[config.mk]
export PLATFORM = sky130hd
export DESIGN_NAME = fpu_arbiter
export DESIGN_NICKNAME = d
export VERILOG_FILES = /design/src/rtl/fpu_arbiter.sv
export SDC_FILE = /design/constraint.sdc
export NUM_CORES = 1
export LEC_CHECK = 0
export BUFFER_PORTS_ARGS = -buffer_cell sky130_fd_sc_hd__buf_2
export CORE_UTILIZATION = 35
export CTS_CLUSTER_SIZE = 20
export DETAILED_ROUTE_END_ITERATION = 10
export PLACE_DENSITY = 0.68
export SKIP_LAST_GASP = 1
export SYNTH_ARGS = -nofsm -noshare
export SYNTH_HDL_FRONTEND = slang
export SYNTH_SLANG_ARGS = --single-unit
[constraint.sdc]
create_clock -name clk -period 1.63 [get_ports clk]
set_input_delay 0 -clock clk [delete_from_list [all_inputs] [get_ports clk]]
set_output_delay 0 -clock clk [all_outputs]
set_load 0.02 [all_outputs]
[src/rtl/fpu_arbiter.sv]
// rtl/fpu_arbiter.sv - round-robin scheduler sharing one fixed-latency FPU among NUM_REQ requesters
module fpu_arbiter #(
  parameter int NUM_REQ     = 2,
  parameter int FPU_LATENCY = 1
) (
  input  logic                   clk,
  input  logic                   rst,
  input  logic [NUM_REQ-1:0]     req_valid,
  output logic [NUM_REQ-1:0]     req_ready,
  input  logic [32*NUM_REQ-1:0]  req_a,
  input  logic [32*NUM_REQ-1:0]  req_b,
  input  logic [3*NUM_REQ-1:0]   req_op,
  output logic [NUM_REQ-1:0]     rsp_valid,
  input  logic [NUM_REQ-1:0]     rsp_ready,
  output logic [31:0]            rsp_result,
  output logic                   rsp_divz,
  output logic                   rsp_err,
  output logic [31:0]            fpu_a,
  output logic [31:0]            fpu_b,
  output logic [2:0]             fpu_op,
  input  logic [31:0]            fpu_result,
  output logic                   busy,
  output logic [15:0]            ops_done
);
  localparam int IW = (NUM_REQ > 1) ? $clog2(NUM_REQ) : 1;
  localparam int CW = $clog2(FPU_LATENCY + 1);

  typedef enum logic [1:0] {S_IDLE, S_EXEC, S_RESP} state_t;

  state_t        r_state;
  state_t        w_next;
  logic [IW-1:0] r_last;
  logic [IW-1:0] r_id;
  logic [CW-1:0] r_cnt;
  logic [31:0]   r_a;
  logic [31:0]   r_b;
  logic [2:0]    r_op;
  logic [31:0]   r_result;
  logic          r_divz;
  logic          r_err;
  logic [15:0]   r_ops;

  logic [IW-1:0] w_idx;
  logic [IW-1:0] w_win;
  logic          w_found;
  logic [31:0]   w_a;
  logic [31:0]   w_b;
  logic [2:0]    w_op;
  logic          w_exec_end;

  // Walk the requesters starting just after the last grant, wrapping at NUM_REQ.
  always_comb begin
    w_win   = '0;
    w_found = 1'b0;
    w_idx   = r_last;
    for (int k = 0; k < NUM_REQ; k++) begin
      w_idx = (w_idx == IW'(NUM_REQ - 1)) ? '0 : w_idx + 1'b1;
      if (!w_found && req_valid[w_idx]) begin
        w_found = 1'b1;
        w_win   = w_idx;
      end
    end
  end

  always_comb begin
    w_a  = '0;
    w_b  = '0;
    w_op = '0;
    for (int i = 0; i < NUM_REQ; i++) begin
      if (w_win == IW'(i)) begin
        w_a  = req_a[32*i +: 32];
        w_b  = req_b[32*i +: 32];
        w_op = req_op[3*i +: 3];
      end
    end
  end

  assign w_exec_end = (r_cnt == CW'(FPU_LATENCY));

  always_comb begin
    w_next    = r_state;
    req_ready = '0;
    rsp_valid = '0;
    case (r_state)
      S_IDLE: begin
        if (w_found) begin
          req_ready[w_win] = 1'b1;
          w_next           = S_EXEC;
        end
      end
      S_EXEC: begin
        if (w_exec_end) w_next = S_RESP;
      end
      S_RESP: begin
        rsp_valid[r_id] = 1'b1;
        if (rsp_ready[r_id]) w_next = S_IDLE;
      end
      default: w_next = S_IDLE;
    endcase
  end

  always_ff @(posedge clk) begin
    if (rst) begin
      r_state  <= S_IDLE;
      r_last   <= IW'(NUM_REQ - 1);
      r_id     <= '0;
      r_cnt    <= '0;
      r_a      <= '0;
      r_b      <= '0;
      r_op     <= '0;
      r_result <= '0;
      r_divz   <= 1'b0;
      r_err    <= 1'b0;
      r_ops    <= '0;
    end else begin
      r_state <= w_next;
      case (r_state)
        S_IDLE: begin
          if (w_found) begin
            r_a    <= w_a;
            r_b    <= w_b;
            r_op   <= w_op;
            r_id   <= w_win;
            r_last <= w_win;
            r_cnt  <= '0;
          end
        end
        S_EXEC: begin
          r_cnt <= r_cnt + 1'b1;
          // Flags come from the latched request; the FPU result passes through untouched.
          if (w_exec_end) begin
            r_result <= fpu_result;
            r_divz   <= (r_op == 3'd3) && (r_b == 32'd0);
            r_err    <= r_op[2];
          end
        end
        S_RESP: begin
          if (rsp_ready[r_id]) r_ops <= r_ops + 16'd1;
        end
        default: ;
      endcase
    end
  end

  assign fpu_a      = r_a;
  assign fpu_b      = r_b;
  assign fpu_op     = r_op;
  assign rsp_result = r_result;
  assign rsp_divz   = r_divz;
  assign rsp_err    = r_err;
  assign busy       = (r_state != S_IDLE);
  assign ops_done   = r_ops;

endmodule

### Yosys cells after proc, flatten, opt, wreduce, memory -nomap -nowiden

Cells that the tools add are included.

| storage, ports and cells | value |
|---|---|
| input port bits | 172 |
| flip-flop bits (word level) | 122 |
| output and inout bits | 122 |
| word-level logic and storage cells | 69 |

| cells by class | value |
|---|---|
| eq/ne operators | 6 |
| $add $sub $neg | 4 |
| muxes and demuxes | 28 |
| $lt $le $gt $ge | 6 |
| reduce and logical (&&, ||, !) cells | 14 |

Operators by type and width:

| cell | count |
|---|---|
| 32-bit 2-to-1 mux | 2 |
| 32-bit logical NOT | 1 |
| 16-bit by 1-bit adder with 16-bit output, second input constant | 1 |
| 1-bit 2-to-1 mux | 15 |
| 2-bit 2-to-1 mux | 6 |
| 1-bit by 2-bit < comparator with 1-bit output, second input constant | 4 |
| 2-bit AND reduction | 4 |
| 2-bit != test, second input constant | 3 |
| 2-bit case mux with 3 select lines | 1 |
| 1-bit logical AND | 4 |
| 2-bit nonzero test | 2 |
| 1-bit adder, second input constant | 3 |
| 3-bit by 2-bit == test with 1-bit output, second input constant | 1 |
| 3-bit 2-to-1 mux | 1 |
| 3-bit AND reduction | 1 |
| 1-bit demux with 1-bit select | 2 |
| 2-bit by 1-bit == test with 1-bit output, second input constant | 1 |
| 2-bit == test, second input constant | 1 |
| 1-bit >= comparator, second input constant | 2 |
| 2-bit logical NOT | 1 |
| 1-bit case mux with 2 select lines | 1 |
| 1-bit logical NOT | 1 |

### Depth between registers and ports, before layout

Gate-level depths: netlist (run 1).

| logic depth | value |
|---|---|
| word-level depth | 14 |
| depth in mapped cells | 6 |
| mapped depth without buffers | 5 |

### Worst setup path before layout (run 1)

OpenSTA, ideal clock, no wires.

| timing path | value |
|---|---|
| kind | register -> register |
| from | register r_ops[3] (netlist: ops_done[3]) |
| to | register r_ops[15] (netlist: ops_done[15]) |
| required time | 1,509 ps |
| arrival time | 1,665 ps |
| path slack | -155 ps |
| buffers on the path | 1 |
| cell stages (with the launch flop) | 6 |
| cells stage by stage | dfxtp_1 -> and4_1 -> nand4_1 -> clkbuf_1 -> nor4_1 -> mux2_2 |

| on the way | value |
|---|---|
| word-level cells in the longest chain between the ends | 1 |

Ends and longest elaborated chain:

| element | RTL line | text |
|---|---|---|
| start: declaration | 41 | `logic [15:0] r_ops;` |
| start signal: assignment | 138 | `if (rsp_ready[r_id]) r_ops <= r_ops + 16'd1;` |
| 16-bit by 1-bit adder with 16-bit output | 138 |  |

No other way between the ends.
A chain may end at the register's enable or synchronous reset.

### Final worst setup path (run 1)

| timing path | value |
|---|---|
| from | register r_last |
| to | register r_a[14] (netlist: fpu_a[14]) |

| on the way | value |
|---|---|
| word-level cells in the longest chain between the ends | 9 |
| elaborated cells between the ends (all ways) | 16 |

Ends and longest elaborated chain:

| element | RTL line | text |
|---|---|---|
| start: declaration | 32 | `logic [IW-1:0] r_last;` |
| start signal: assignment | 105 | `r_last <= IW'(NUM_REQ - 1);` |
| start signal: assignment | 124 | `r_last <= w_win;` |
| 1-bit adder | 57 | `w_idx = (w_idx == IW'(NUM_REQ - 1)) ? '0 : w_idx + 1'b1;` |
| 1-bit 2-to-1 mux (*) | 57 |  |
| 1-bit adder or 1-bit 2-to-1 mux (tied branches) | 57, 58 |  |
| 1-bit 2-to-1 mux, on equally long branches | 57, 58 |  |
| 1-bit 2-to-1 mux (not written as such) | 58 | `if (!w_found && req_valid[w_idx]) begin` |
| 1-bit 2-to-1 mux (not written as such) or 1-bit logical NOT (tied branches) | 58 |  |
| 1-bit logical AND | 58 |  |
| 1-bit 2-to-1 mux | 58 |  |
| 32-bit 2-to-1 mux or 2-bit AND reduction (tied branches) | - |  |
| end signal: assignment | 120 | `r_a <= w_a;` |
| end: declaration | 35 | `logic [31:0] r_a;` |

Every way passes the cells marked *; elsewhere a longest branch is shown, timed or not. The select of a mux whose other input is x is not followed.

==> results.md, run 1 <==
- Run status: completed
- Mapped Nets: 676
- Fill count: 921
- Rel. slew slack: 75.75%
- ANT nets after route: 0
- Pleak: 0.004049 uW
- Clk pwr share: 42.2%
- Primary FF master, synth: dfxtp_1
- Num CTS Buffers: 17
- Tightest Pin Transition: 0.3605 ns
- PD cells: 1008 nW/um^2
- Buffer levels on the longest clock path: 2
- DP HPWL: 11.31 mm
- P_int: 6506 uW
- Largest net degree at the start of global routing: 65
- Asr flop ratio synth: 0%
- Routed WL: 20.97 mm
- Seq pwr share: 37.5%
- Cells after Synth: 503
- Cells after DPL: 950
- R2R Setup Slk: 0.05 ns
- IO Port Bufs: 293
- H-tree depth: 4
- Root Buffer: clkbuf_16
- Via/cell ratio: 5.507
- Final Cycle Share: 97.03%
- Max_cap viols: 0
- Worst setup EP type: flip-flop
- Min-delay worst type: input port to flip-flop
- Worst-Skew Late Latency: 0.42 ns
- Net Sw Frac: 26.75%
- RSZ-0062 raised after global routing: true
- Max Slew Vio Count: 0
- Die width: 116.8 um
- Initial antenna violation count: 1
- First-pass GRT wire length: 30.66 mm
- Die area: 13640 um^2
- Fin crit period: 1.582 ns
- Comb pwr share: 20.3%
- Design area: 8813 um^2
- CTS tree: yes
- Synth top area cells: dfxtp_1, a222oi_1, nand2_1
- Average footprint of a synthesized cell: 9.171 um^2
- # IOs: 294
- Slowest CP cell: a222oi_1
- Peak VDD IR: 699.4 uV
- Sw Pwr: 2376 uW
- Starting Density: 36.26%
- Count leader, synth: dfxtp_1
- Routed length per placed instance: 18.18 um
- DRC: 0
- First-pass DRT Iterations: 9
- Area of the multi-input gates: 2033 um^2
- Fin cells: 1153
- Critical path fanouts, max: 30
- Final setup fails: 0
- Placement Cell Area: 6411 um^2
- Crit-path cells: nand2b_1, nand3_1, inv_2, bufbuf_16, a222oi_1, nor2_1
- Worst endpoint required time: 1.92 ns
- Synth top cells by count: dfxtp_1, nand2_1, nor2_1, a222oi_1, clkbuf_1
- Area growth, synth to finish: 91.05%
- Tot GR Track Use: 29.66%
- Routability cong.: 0.8291
- Yosys warns: 0
- Hold Path Depth: 3
- Worst setup SP type: flip-flop
- Number of global-route vias before repair: 6113
- Top cell type's share of synthesized area: 52.94%
- Initial drt markers: 786
- Total gr overflow: 0
- Yosys top cell by area: dfxtp_1
- Worst-path clk slew: 0.06 ns
- Synthesized flop and latch total: 122
- FP Rows: 41
- Layout cells sized above 1: 38.37%
- Reg area: 2454 um^2
- Vias: 6349
- Post-synth cell types: 35
- Sequential share of the synthesized area: 52.94%
- Critical path type: flip-flop to flip-flop
- Post-synthesis cell area: 4613 um^2
- Number of flops mapped to enable cells by yosys: 0
- Worst reg2reg path depth: 6
- Die Height: 116.8 um
- Crit-path max cell delay: 0.41 ns
- Final hold violations: 0
- Highest clock rate: 632.3 MHz
- Crit path arrival time: 1.88 ns
- # clock sinks: 122
- Clock Skew: 0.005865 ns
- Nets@finish: 1140
- Core area: 12720 um^2
[cells in the final DEF, fill, tap and decap left out, types with 5 or more instances in the layout]
cell type / netlist / layout
a21oi_1: 42 / 42
a221o_1: 8 / 8
a222oi_1: 59 / 59
buf_12: 0 / 5
buf_2: 0 / 291
buf_4: 0 / 25
clkbuf_16: 0 / 19
clkbuf_8: 0 / 5
dfxtp_1: 122 / 113
dfxtp_2: 0 / 9
dlygate4sd3_1: 0 / 164
nand2_1: 73 / 72
nand3_1: 8 / 8
nor2_1: 71 / 70
nor3b_1: 8 / 8
nor4_1: 10 / 9
xor2_1: 6 / 6
[sequential cells by signal, summed over array words and instances, names as in the netlist]
| signal | cells |
|---|---|
| fpu_a | 32 |
| fpu_b | 32 |
| rsp_result | 32 |
| ops_done | 16 |
| fpu_op | 3 |
| r_state | 2 |
| r_cnt | 1 |
| r_id | 1 |
| r_last | 1 |
| rsp_divz | 1 |
| rsp_err | 1 |
[critical path: cells and delay by family, from the launching register on]
family,cells,cell delay (ns)
buf+inv,2,0.41
compound gates,1,0.41
simple gates,3,0.33
flops,1,0.32
[kinds of logic after synthesis]
| kind of cell | synth area share [%] |
|---|---|
| AO/OA/AOI/OAI | 20.67 |
| XOR/XNOR | 1.709 |
| adder cells (fa/ha/maj) | 0.2712 |
| buffers and inverters | 3.906 |
| flip-flops | 52.94 |
| multiplexers | 0.7052 |
| AND/OR/NAND/NOR | 19.80 |
[metal layers]
| metal | wire [um] | global-route usage (%) |
|---|---|---|
| met3 | 1944 | 8.857 |
| met4 | 893 | 18.31 |
| met1 | 7507 | 31.98 |
| met5 | 0 | 0 |
| met2 | 10620 | 51.20 |
[power groups by stage]
| stage | sequential, uW | combinational (uW) | clock, uW |
|---|---|---|---|
| 5_1_grt | 3340 | 1910 | 3950 |
| 6_report | 3330 | 1800 | 3750 |
| 3_3_place_gp | 3360 | 1300 | 0 |
| 4_1_cts | 3310 | 1690 | 3770 |
| 3_5_place_dp | 3370 | 1320 | 0 |
| 2_1_floorplan | 3560 | 533 | 0 |
[layout make-up]
class / count / share of cell area, %
timing repair buffer: 489 / 39.72
sequential: 122 / 27.84
clock buffer: 25 / 5.735
inverter: 4 / 0.1704
tap: 172 / 2.442
clock inverter: 7 / 0.9938
antenna: 1 / 0.02839
multi-input combinational: 333 / 23.07
[metrics by stage]
stage | setup TNS [ns] | hold WS [ns] | total power [uW] | setup WS [ns] | util (%)
after floorplan | -0.05818 | 0.1360 | 4090 | -0.05818 | -
after global placement | -0.009319 | 0.2274 | 4657 | -0.009319 | 50.39
after detailed placement | -0.02884 | 0.2259 | 4689 | -0.02884 | 50.39
after CTS | -0.08567 | 0.01017 | 8772 | -0.01604 | 68.68
after global routing | -0.2859 | 0.01748 | 9199 | -0.06412 | 69.28
final | 0 | 0.02073 | 8881 | 0.04840 | 69.28
[what timing repair did]
| item | in CTS | in global routing |
|---|---|---|
| setup buffers | 1 | 1 |
| pin swaps | 1 | 12 |
| gates cloned | 2 | 2 |
| endpoints found under the setup margin | 4 | 90 |
| hold endpoints to repair | 103 | 0 |
| resized for setup | 5 | 7 |
| hold buffers | 164 | 0 |
[worst paths after layout]
check,from,end
hold reg to reg,rsp_result[31]$_SDFFE_PP0P_,rsp_result[31]$_SDFFE_PP0P_
setup / recovery,r_last$_SDFFE_PP1P_,fpu_a[14]$_SDFFE_PP0P_
hold / removal,req_b[12],fpu_b[12]$_SDFFE_PP0P_
setup reg to reg,r_last$_SDFFE_PP1P_,fpu_a[14]$_SDFFE_PP0P_
Power figures use the tool's default switching activity.
==> run 2, diff against run 1 <==
- CORE_ASPECT_RATIO: not set -> 0.75
==> run 2 against run 1 <==
Compared with the run above: the flow now finishes with violations (hold timing); die area about the same; largest cell class unchanged; setup slack got worse by 0.022 ns; utilization up 0.61 points; critical path depth is 1 lower; maximum frequency shrank 1.4%; power fell by 0.38%; cell count decreased by 0.61%; first-iteration DRC count down 22%; global-route usage fell by 0.68 points; sequential share of layout area up 0.11 points.
==> results.md, run 2 (same netlist as run 1, synthesis figures left out) <==
- Starting Density: 36.70% (+0.44 points)
- Final WS setup: 0.02617 ns (-0.02224 ns)
- R2R Setup Slk: 0.03 ns (-0.02 ns)
- Routability cong.: 0.8354 (+0.76%)
- Tightest Pin Transition: 0.5615 ns (+0.2010 ns)
- Slowest CP cell: or3_4
- First-pass DRT Iterations: 7 (-2)
- Rel. slew slack: 62.04% (-14 points)
- # IOs: 294 (unchanged)
- Initial drt markers: 617 (-22%)
- Die area: 13650 um^2 (about the same)
- Routed WL: 20.51 mm (-2.2%)
- RSZ-0062 raised after global routing: true
- Most frequent cells in the layout: buf_2, dlygate4sd3_1, dfxtp_1
- DRC: 0 (unchanged)
- Worst endpoint required time: 1.96 ns (+0.04 ns)
- ANT nets after route: 0 (unchanged)
- Final Cycle Share: 98.39% (+1.4 points)
- Max Slew Vio Count: 0 (unchanged)
- Run status: finished, violations left
- DP HPWL: 11.09 mm (-1.9%)
- Final setup fails: 0 (unchanged)
- Commonest non-fill, non-tap cell in the layout: buf_2
- Crit path arrival time: 1.94 ns (+0.06 ns)
- Worst-path clk slew: 0.06 ns (about the same)
- Highest clock rate: 623.5 MHz (-1.4%)
- Final hold violations: 6 (+6)
- Tot GR Track Use: 28.98% (-0.68 points)
- First-pass GRT wire length: 30.59 mm (-0.23%)
- Worst-Skew Late Latency: 0.41 ns (about the same)
- Max_cap viols: 0 (unchanged)
- Buffer levels on the longest clock path: 2 (unchanged)
- Fin crit period: 1.604 ns (+0.02224 ns)
- Top cell by count, worst path: or3_4
- Design area: 8783 um^2 (-0.34%)
- Worst setup SP type: flip-flop
- Vias: 6253 (-1.5%)
- Root Buffer: clkbuf_16
- Largest net degree at the start of global routing: 62 (-4.6%)
- Critical path type: flip-flop to flip-flop
- Worst setup EP type: flip-flop
- Antenna cells: 0 (-1)
- Num CTS Buffers: 17 (unchanged)
- # clock sinks: 122 (unchanged)
- H-tree depth: 4 (unchanged)
- IO Port Bufs: 293 (unchanged)
- Crit-path max cell delay: 0.43 ns (+0.02 ns)
- Initial antenna violation count: 0 (-1)
- Total gr overflow: 0 (unchanged)
- Routed length per placed instance: 17.90 um (-1.6%)
- Placement Cell Area: 6426 um^2 (+0.23%)
- Hold-fix buffers, CTS: 164 (unchanged)
- Die Height: 101.4 um (-13%)
- Clock Skew: 0.01409 ns (+0.008229 ns)
- Area growth, synth to finish: 90.40%
- Via/cell ratio: 5.456 (-0.91%)
- Layout cells sized above 1: 39.29% (+0.92 points)
- CP Launch Point: r_id$_SDFFE_PP0P_
- Die width: 134.6 um (+15%)
- FF-to-FF Start: r_id$_SDFFE_PP0P_
- Setup TNS: 0 ns (unchanged)
- Worst reg2reg path depth: 5 (-1)
- CTS tree: yes
- Core area: 12570 um^2 (-1.2%)
- Number of global-route vias before repair: 6289 (+2.9%)
- Pleak: 0.004038 uW (-0.26%)
- Min-delay worst type: input port to flip-flop
- Nets@finish: 1140 (unchanged)
- Crit-path cells: mux2i_2, or3_4, buf_4, or3_4, a21oi_2
- Peak VDD IR: 826.8 uV (+18%)
- FF-to-FF End: ops_done[9]$_SDFFE_PP0P_
- Critical path fanouts, max: 5 (-83%)
- Failing checks: hold timing
- FP Rows: 35 (-15%)
- Worst Setup EP: ops_done[9]$_SDFFE_PP0P_
- Final hold slack: -0.03314 ns (-0.05387 ns)
- Dpl ws: -0.06668 ns (-0.03784 ns)
- PD cells: 1007 nW/um^2 (about the same)
run 2: cell count changes in the layout (fill, tap and decap cells not counted), moves of 2 or more:
cell,previous run,this run
clkinv_2,4,1
clkinvlp_4,1,5
clkbuf_8,5,3
bufbuf_16,2,0
clkbuf_1,3,0
inv_6,0,3
run 2: stage by stage:
step	total power (uW)	instances	util, %
2_1_floorplan	4090	503	-
3_3_place_gp	4665	947	51.13
3_5_place_dp	4695	947	51.13
4_1_cts	8783	1144	69.13
5_1_grt	9199	1146	69.89
6_report	8847	1146	69.89
run 2: timing repair:
item                                   4_1_cts  5_1_grt
setup buffers                                1        1
resized for setup                            2       19
pin swaps                                    1        3
setup endpoints to repair                   69       74
gates cloned                                 0        1
endpoints found under the hold margin      109        6
run 2: worst min path at each step:
stage                                             to          start  cells past startpoint
after floorplan           rsp_result[0]$_SDFFE_PP0P_  fpu_result[0]                      2
after CTS                   ops_done[6]$_SDFFE_PP0P_            rst                      2
after global routing        ops_done[9]$_SDFFE_PP0P_            rst                      2
final                       ops_done[9]$_SDFFE_PP0P_            rst                      2
after detailed placement       fpu_b[2]$_SDFFE_PP0P_      req_b[34]                      2
after global placement        fpu_b[31]$_SDFFE_PP0P_      req_b[63]                      2
run 2: critical path: cells and delay by family (launching register included):
kind	cells	cell delay [ns]
buf+inv	1	0.17
simple gates	2	0.76
compound gates	1	0.13
flops	1	0.33
mux	1	0.16
run 2: final cells by class:
class	instances	area (um^2)
Sequential cell	122	2455
Clock inverter	12	137.6
Clock buffer	20	466.7
Inverter	4	15.01
Tap cell	166	207.7
Multi-Input combinational cell	333	2063
Timing Repair Buffer	489	3438
Fill cell	903	3785
run 2: metal layers:
layer | vias up | share of wire [%] | global-route usage (%)
li1 | 2809 | - | -
met5 | - | 0 | 0
met4 | 0 | 4.3 | 18.32
met2 | 420 | 50 | 50.66
met3 | 102 | 7.9 | 8.859
met1 | 2922 | 38 | 30.99
run 2: where the power goes:
group / total, uW / internal (uW) / switching (uW)
Combinational: 1760 / 854 / 906
Clock: 3770 / 2390 / 1390
Sequential: 3320 / 3170 / 142
==> run 3, diff against run 2 <==
- CELL_PAD_IN_SITES_DETAIL_PLACEMENT: not set -> 1
- CELL_PAD_IN_SITES_GLOBAL_PLACEMENT: not set -> 1
- CORE_UTILIZATION: 35 -> 27
- PLACE_DENSITY: 0.68 -> 0.74
- SLEW_MARGIN: not set -> 25
==> run 3 against run 2 <==
Compared with the run above: the run ends with setup timing left; power down 1.9%; hold slack improved by 0.050 ns; via count is 0.18% higher; critical path depth stayed put; critical endpoint is now ops_done[15]$_SDFFE_PP0P_; largest power group unchanged.
==> results.md, run 3 (same netlist as run 1, synthesis figures left out) <==
- Vias: 6264 (+0.18%)
- Via/cell ratio: 5.177 (-5.1%)
- Setup TNS: -0.09203 ns (-0.09203 ns)
- Rel. slew slack: 56.85% (-5.2 points)
- # IOs: 294 (unchanged)
- Pleak: 0.004123 uW (+2.1%)
- Starting Density: 28.19% (-8.5 points)
- Final WS setup: -0.03827 ns (-0.06444 ns)
- Buffer levels on the longest clock path: 2 (unchanged)
- Crit-path max cell delay: 0.34 ns (-0.09 ns)
- First-pass DRT Iterations: 6 (-1)
- RSZ-0062 raised after global routing: true
- Worst-path clk slew: 0.06 ns (about the same)
- Most frequent cells in the layout: buf_2, dlygate4sd3_1, dfxtp_1
- Worst-Skew Late Latency: 0.41 ns (about the same)
- Largest net degree at the start of global routing: 61 (-1.6%)
- FP Rows: 40 (+14%)
- Slowest CP cell: dfxtp_2
- Commonest non-fill, non-tap cell in the layout: buf_2
- Seq pwr share: 38.2% (+0.7 points)
- Tot GR Track Use: 27.10% (-1.9 points)
- Final Cycle Share: 102.3% (+4.0 points)
- Area growth, synth to finish: 94.96%
- Routed WL: 24.63 mm (+20%)
- Routability cong.: 0.7588 (-9.2%)
- Routed length per placed instance: 20.36 um (+14%)
- Die width: 152.9 um (+14%)
- DP HPWL: 12.77 mm (+15%)
- M1 GR Usage: 29.36% (-1.6 points)
- Highest clock rate: 599.4 MHz (-3.9%)
- Met2 Use GR: 50.37% (-0.29 points)
- Peak VDD IR: 563.1 uV (-32%)
- GRT busiest layer: met2
- Worst setup EP type: flip-flop
- Critical path type: flip-flop to flip-flop
- # clock sinks: 122 (unchanged)
- Number of global-route vias before repair: 6640 (+5.6%)
- Core area: 16370 um^2 (+30%)
- Hold Path Depth: 3 (+1)
- Critical path fanouts, max: 3 (-2)
- Final hold violations: 0 (-6)
- Crit path arrival time: 1.97 ns (+0.03 ns)
- Die Height: 115.2 um (+14%)
- GRT met3 Usage: 6.973% (-1.9 points)
- ANT nets after route: 0 (unchanged)
- Run status: finished, violations left
- Max_cap viols: 0 (unchanged)
- Sw Pwr: 2634 uW (+8.3%)
- Failing checks: setup timing
- Initial drt markers: 539 (-13%)
- H-tree depth: 4 (unchanged)
- Net Sw Frac: 30.34% (+2.8 points)
- Layout cells sized above 1: 40.08% (+0.79 points)
- Final hold slack: 0.01712 ns (+0.05025 ns)
- Worst endpoint required time: 1.93 ns (-0.03 ns)
- Crit-path cells: and4_4, nand4_1, buf_4, nor4_4, mux2_4
- Root Buffer: clkbuf_16
- Total gr overflow: 0 (unchanged)
- Comb pwr share: 21.6% (+1.7 points)
- Nets@finish: 1158 (+1.6%)
- Worst reg2reg path depth: 5 (unchanged)
- Tightest Pin Transition: 0.6472 ns (+0.08573 ns)
- P_int: 6049 uW (-5.7%)
- Clk pwr share: 40.2% (-2.4 points)
- Max Slew Vio Count: 0 (unchanged)
- Min-delay worst type: input port to flip-flop
- Die area: 17620 um^2 (+29%)
- IO Port Bufs: 293 (unchanged)
- DRC: 0 (unchanged)
- Clock Skew: 0.01058 ns (-0.003515 ns)
- Final setup fails: 4 (+4)
- Post-Route Utilization: 54.95% (-15 points)
- Num CTS Buffers: 17 (unchanged)
- Worst setup SP type: flip-flop
- R2R Setup Slk: -0.04 ns (-0.06 ns)
- Initial antenna violation count: 2 (+2)
- PD cells: 965.5 nW/um^2 (-4.2%)
- Fin crit period: 1.668 ns (+0.06444 ns)
- CTS tree: yes
- First-pass GRT wire length: 36.63 mm (+20%)
## run 3: path summary, 6_finish.rpt
check / startpoint / to
min reg2reg: rsp_result[8]$_SDFFE_PP0P_ / rsp_result[8]$_SDFFE_PP0P_
max: ops_done[6]$_SDFFE_PP0P_ / ops_done[15]$_SDFFE_PP0P_
max reg2reg: ops_done[6]$_SDFFE_PP0P_ / ops_done[15]$_SDFFE_PP0P_
min: req_b[7] / fpu_b[7]$_SDFFE_PP0P_
## run 3: cell type report
type	count	area, um^2
multi-input cells	333	2076
inverters	4	17.52
well taps	210	262.8
fillers	1901	7372
flip-flops and latches	122	2459
diodes	2	5.005
clock buffers	17	425.4
clock inverters	15	117.6
repair buffers	507	3631
## run 3: critical path, delay by kind of cell, from the launching register on
family / cells / cell delay [ns]
flip-flops: 1 / 0.34
multiplexers: 1 / 0.33
AND/OR/NAND/NOR: 3 / 0.69
buffers and inverters: 1 / 0.21
## run 3: power groups by stage
stage | registers, uW | clock network, uW | logic, uW
after floorplan | 3560 | 0 | 533
after global routing | 3330 | 3680 | 1980
after global placement | 3360 | 0 | 1350
final | 3320 | 3490 | 1880
after CTS | 3300 | 3560 | 1760
after detailed placement | 3360 | 0 | 1370
## run 3: what timing repair did
action / in CTS / in global routing
gates resized for setup: 5 / 20
endpoints found under the hold margin: 101 / 0
endpoints found under the setup margin: 4 / 53
hold buffers: 167 / 0
cloned: 2 / 2
setup buffers: 2 / 6
pin swaps: 1 / 8
## run 3: routing by layer
metal / part of all wire [%] / vias to the layer above
met5: 0 / -
met4: 2.8 / 0
met3: 6.2 / 62
met2: 52 / 313
met1: 39 / 3029
li1: - / 2860
## run 3: through the flow
stage	setup WS (ns)	power, uW	std cells	area [um^2]
global placement	0.03116	4717	997	6526
finish	-0.03827	8683	1210	8994
global route	-0.07919	8994	1210	8994
CTS	-0.02145	8615	1200	8838
detailed placement	0.008705	4733	997	6526
floorplan	-0.05818	4090	503	4623
